==> src/rtl/vx_tex_dcr.sv <==
// Texture DCR bank: per-stage config, read 1 cycle after stage_in, writes never stall.
// Optional TEX_DCR_SHADOW_EN stages field writes in shadow sets until a COMMIT write.
package vx_tex_pkg;
  localparam int TEX_STAGE_BITS  = 3;
  localparam int TEX_LOD_MAX     = 11;
  localparam int TEX_LOD_BITS    = 4;
  localparam int TEX_MIPOFF_BITS = 25;
  localparam int TEX_FORMAT_BITS = 3;
  localparam int TEX_WRAP_BITS   = 2;
  localparam int TEX_FILTER_BITS = 1;

  typedef struct packed {
    logic [31:0]                              baddr;
    logic [TEX_LOD_MAX:0][TEX_MIPOFF_BITS-1:0] mipoff;
    logic [1:0][TEX_LOD_BITS-1:0]              logdims;  // [0]=u, [1]=v
    logic [1:0][TEX_WRAP_BITS-1:0]             wraps;    // [0]=u, [1]=v
    logic [TEX_FORMAT_BITS-1:0]                format;
    logic [TEX_FILTER_BITS-1:0]                filter;
  } tex_dcrs_t;
endpackage

module vx_tex_dcr
  import vx_tex_pkg::*;
#(
  parameter int          NUM_STAGES = 2,
  parameter logic [11:0] BASE_ADDR  = 12'h010
) (
  input  logic                      clk,
  input  logic                      reset,
  input  logic                      dcr_write_valid,
  input  logic [11:0]               dcr_write_addr,
  input  logic [31:0]               dcr_write_data,
  input  logic [TEX_STAGE_BITS-1:0] stage_in,
  output tex_dcrs_t                 tex_dcrs,
  output logic                      dcr_pending
);

  localparam logic [11:0] OFF_STAGE  = 12'd0;
  localparam logic [11:0] OFF_COMMIT = 12'd6;
  localparam logic [11:0] OFF_MIP    = 12'd7;
  localparam logic [11:0] OFF_END    = 12'(7 + TEX_LOD_MAX + 1);

  function automatic tex_dcrs_t f_apply(input tex_dcrs_t cur, input logic [11:0] off,
                                        input logic [31:0] d);
    tex_dcrs_t r;
    r = cur;
    case (off)
      12'd1: r.baddr = d;
      12'd2: begin
        r.logdims[0] = d[TEX_LOD_BITS-1:0];
        r.logdims[1] = d[16 +: TEX_LOD_BITS];
      end
      12'd3: r.format = d[TEX_FORMAT_BITS-1:0];
      12'd4: r.filter = d[TEX_FILTER_BITS-1:0];
      12'd5: begin
        r.wraps[0] = d[1:0];
        r.wraps[1] = d[17:16];
      end
      default: begin
        for (int l = 0; l <= TEX_LOD_MAX; l++) begin
          if (off == OFF_MIP + 12'(l)) r.mipoff[l] = d[TEX_MIPOFF_BITS-1:0];
        end
      end
    endcase
    return r;
  endfunction

  // Out-of-map addresses (including those below BASE_ADDR) wrap to offsets >= OFF_END.
  logic [11:0] w_off;
  logic        w_hit;
  logic        w_stage_wr;
  logic        w_field_wr;
  logic        w_ptr_ok;
  tex_dcrs_t   w_rd_sel;

  assign w_off      = dcr_write_addr - BASE_ADDR;
  assign w_hit      = dcr_write_valid && (w_off < OFF_END);
  assign w_stage_wr = w_hit && (w_off == OFF_STAGE);
  assign w_field_wr = w_hit && (w_off != OFF_STAGE) && (w_off != OFF_COMMIT);
  assign w_ptr_ok   = 32'(dcr_write_data[TEX_STAGE_BITS-1:0]) < NUM_STAGES;

  tex_dcrs_t                 r_active [NUM_STAGES];
  logic [TEX_STAGE_BITS-1:0] r_wptr;
  tex_dcrs_t                 r_rd;

  // Stages beyond NUM_STAGES match no entry and read back as zero.
  always_comb begin
    w_rd_sel = '0;
    for (int s = 0; s < NUM_STAGES; s++) begin
      if (stage_in == TEX_STAGE_BITS'(s)) w_rd_sel = r_active[s];
    end
  end

`ifdef TEX_DCR_SHADOW_EN
  logic                  w_commit_wr;
  tex_dcrs_t             r_shadow [NUM_STAGES];
  logic [NUM_STAGES-1:0] r_dirty;

  assign w_commit_wr = w_hit && (w_off == OFF_COMMIT);
  assign dcr_pending = |r_dirty;
`else
  assign dcr_pending = 1'b0;
`endif

  always_ff @(posedge clk) begin
    if (reset) begin
      r_wptr <= '0;
      r_rd   <= '0;
      for (int s = 0; s < NUM_STAGES; s++) begin
        r_active[s] <= '0;
`ifdef TEX_DCR_SHADOW_EN
        r_shadow[s] <= '0;
`endif
      end
`ifdef TEX_DCR_SHADOW_EN
      r_dirty <= '0;
`endif
    end else begin
      r_rd <= w_rd_sel;
      if (w_stage_wr && w_ptr_ok) r_wptr <= dcr_write_data[TEX_STAGE_BITS-1:0];
`ifdef TEX_DCR_SHADOW_EN
      if (w_commit_wr) r_dirty <= '0;
`endif
      for (int s = 0; s < NUM_STAGES; s++) begin
`ifdef TEX_DCR_SHADOW_EN
        if (w_field_wr && (r_wptr == TEX_STAGE_BITS'(s))) begin
          r_shadow[s] <= f_apply(r_shadow[s], w_off, dcr_write_data);
          r_dirty[s]  <= 1'b1;
        end
        if (w_commit_wr && r_dirty[s]) r_active[s] <= r_shadow[s];
`else
        if (w_field_wr && (r_wptr == TEX_STAGE_BITS'(s)))
          r_active[s] <= f_apply(r_active[s], w_off, dcr_write_data);
`endif
      end
    end
  end

  assign tex_dcrs = r_rd;

endmodule
==> config.mk <==
export PLATFORM = sky130hd
export DESIGN_NAME = vx_tex_dcr
export DESIGN_NICKNAME = d
export VERILOG_FILES = /design/src/rtl/vx_tex_dcr.sv
export SDC_FILE = /design/constraint.sdc
export NUM_CORES = 1
export LEC_CHECK = 0
export BUFFER_PORTS_ARGS = -buffer_cell sky130_fd_sc_hd__buf_2
export CAP_MARGIN = 20
export CORE_UTILIZATION = 25
export DETAILED_ROUTE_END_ITERATION = 16
export GPL_ROUTABILITY_DRIVEN = 0
export SETUP_SLACK_MARGIN = 0.05
export SLEW_MARGIN = 20
export SYNTH_ARGS = -nofsm -noshare
export SYNTH_HDL_FRONTEND = slang
export SYNTH_SLANG_ARGS = --single-unit
==> constraint.sdc <==
create_clock -name clk -period 5.9 [get_ports clk]
set_clock_uncertainty 0.2 [all_clocks]
set_input_delay 1.18 -clock clk [delete_from_list [all_inputs] [get_ports clk]]
set_output_delay 1.18 -clock clk [all_outputs]
set_load 0.01 [all_outputs]
==> key figures <==
Layout
  • Final std cells w/o fill: 4275
  • Most common cell after layout, fill and taps aside: edfxtp_1
  • Area Growth Syn to Fin: 23.7%
  • Nets: 2478
  • # fillers: 13000
  • Most frequent cells in the layout: 696 x edfxtp_1, 396 x buf_2, 361 x nor2_1, 351 x dfxtp_1, 348 x a22oi_1
  • Layout cell share with drive strength beyond 1: 25.5%

Timing
  • Fin. Hold Viols: 0
  • Final worst path period need: 4.22 ns
  • Rel. slew slack: 23.9%
  • F_max: 237 MHz
  • Final worst setup slack: 1.68 ns
  • Pin slew with the least headroom to its limit: 1.14 ns
  • Crit share post-route: 71.5%
  • Slew Limit Fails: 0
  • Fin Hold WS: 0.283 ns
  • Setup_tns: 0 ns
  • Unrepaired setup endpoints after global routing: false
  • Final setup vio count: 0

Route
  • Via density per instance: 4.46
  • Post-DR wirelength/cell: 25.5 um
  • WL final: 109000 um
  • DR pass1 iterations: 5
  • Initial DRC count: 2060
  • Antenna viol nets, final: 0
  • Via count: 19100
  • Drt drc: 0

Die
  • Die area: 0.135 mm^2
  • Die W: 367 um
  • Ports: 399
  • Core outline area: 0.132 mm^2
  • Starting Density: 25.3%
  • Row count: 133
  • Die H: 367 um

Yosys
  • Post-synth EDFFs: 696
  • Mapped cell area: 0.0333 mm^2
  • Mapped Cells: 2027
  • Area leader, netlist: edfxtp_1
  • Synth top area cells: edfxtp_1 63%, dfxtp_1 21%, a22oi_1 7.8%
  • Avg Cell Area, Syn: 16.4 um^2
  • Synth Net Count: 2080
  • Seq/Total Area, Yosys: 83.9%
  • Post-synth top flop: edfxtp_1
  • Area share of the largest cell type after synthesis: 62.8%
  • Ys Warns: 0
  • Synthesized flop and latch total: 1047
  • Cell variety after synth: 36
  • Async S/R FF share, synth: 0%

Clock network
  • H-tree lvl count: 3
  • Clock Tree Buf Depth: 3
  • CTS tree: done
  • Inserted Clock Buffers: 109
  • CTS sink count: 1047
  • Resized cells post-CTS: 0
  • Post-CTS Setup Bufs: 0
  • Clk_lat worst skew: 0.71 ns
  • Clock Pin Slew Worst Setup and Hold Paths: 0.06 ns
  • Cts hold-fix bufs: 0
  • Clk root buf: clkbuf_16

Worst setup path
  • CP required: 6.10 ns
  • Worst Path Arrival: 4.42 ns
  • FF-to-FF path depth: 5
  • Crit Path Class: in -> reg
  • Critical path capture point type: flip-flop
  • Critical Path Fanout Max: 22
  • Critical Path Source Type: input port

Global route
  • First-pass GRT wire length: 148000 um
  • Total global-route track usage: 15.7%
  • Initial antenna violation count: 2
  • Largest net degree at the start of global routing: 189
  • Vias in the first global route: 18700
  • GRT overflow: 0

Placed design
  • Place WS: 1.04 ns
  • Placed cells: 4069
  • Port-buffer cells: 397
  • Final HPWL from detailed placement: 73700 um

Power
  • LEAKAGE: 0.0149 uW
  • Max IR drop VDD: 0.215 mV
  • Power Dens Cells: 384 mW/mm^2

Worst hold path
  • Hold Path Cell Cnt: 1
  • Type of the most critical hold path: reg -> reg

Run
  • Max-Cap Viols: 0

Run status
  • Status: completed
-- flip-flops by register name (all words and copies together), names as in the netlist --
name and cells:
tex_dcrs 348, r_active 696, r_wptr 3
-- path summary, 6_finish.rpt --
check                                                 endpoint                    from  slack, ns
worst min register to register          r_wptr[2]$_SDFFE_PP0P_  r_wptr[2]$_SDFFE_PP0P_       0.28
worst min-delay path                    r_wptr[2]$_SDFFE_PP0P_  r_wptr[2]$_SDFFE_PP0P_       0.28
worst max-delay path            r_active[0][330]$_SDFFCE_PN0P_       dcr_write_addr[5]       1.68
worst max register to register  r_active[0][231]$_SDFFCE_PN0P_  r_wptr[2]$_SDFFE_PP0P_       2.62
-- kinds of logic (layout without fill, tap and decap cells) --
logic type | after synthesis | count (layout) | share of synthesized area [%]
AOI/OAI and AO/OA | 395 | 395 | 8.68
adders and majority gates | 3 | 3 | 0.113
and+or+nand+nor | 444 | 444 | 5.65
xor gates and xnor gates | 1 | 1 | 0.0263
other | 1 | 4 | 0.0113
buffers and inverters | 135 | 625 | 1.58
DFF | 1047 | 1047 | 83.9
muxes | 1 | 1 | 0.0301
-- Yosys cell counts, drive strengths merged (7+ instances only) --
cell type,instances
a21oi,37
a22oi,348
and2,35
buf,19
clkbuf,114
dfxtp,351
edfxtp,696
nand2b,7
nand4,17
nor2,361
nor3,9
-- routing by layer --
| metal | vias to the layer above | global-route usage [%] | wire, um |
|---|---|---|---|
| met5 | - | 0 | 0 |
| met2 | 731 | 25.4 | 52200 |
| met4 | 0 | 6.12 | 3640 |
| met1 | 9790 | 20.6 | 45900 |
| met3 | 144 | 3.19 | 7100 |
| li1 | 8395 | - | - |
-- power breakdown --
part	internal, uW	switching [uW]	leakage [uW]
clock network	3980	2920	0.00176
logic	162	497	0.00373
registers	8130	103	0.00946
total	12300	3520	0.0149
-- metrics by stage --
stage               total power (uW)  utilization [%]  cell area, um^2
finish                         15800             31.2            41200
global route                   16300             31.2            41200
CTS                            16000             31.2            41200
detailed placement              9060             28.5            37600
global placement                9050             28.5            37600
floorplan                       8670                -            33300
-- worst max-delay path: stages --
cell,delay [ns]
buf_2,0.13
o41ai_1,0.94
and2_1,0.27
and2_1,0.45
nand4_1,0.35
a21oi_4,0.75
buf_4,0.33
-- final cells by class --
class                   instances  area, um^2  share of cell area, %
flip-flops and latches       1047       27900                   67.8
inverters                       2        7.51                 0.0182
multi-input cells             845        5190                   12.6
diodes                          3        7.51                 0.0182
well taps                    1755        2200                   5.33
clock inverters                51         457                   1.11
clock buffers                 152        3130                   7.61
repair buffers                420        2260                   5.48
Power figures use the tool's default switching activity.
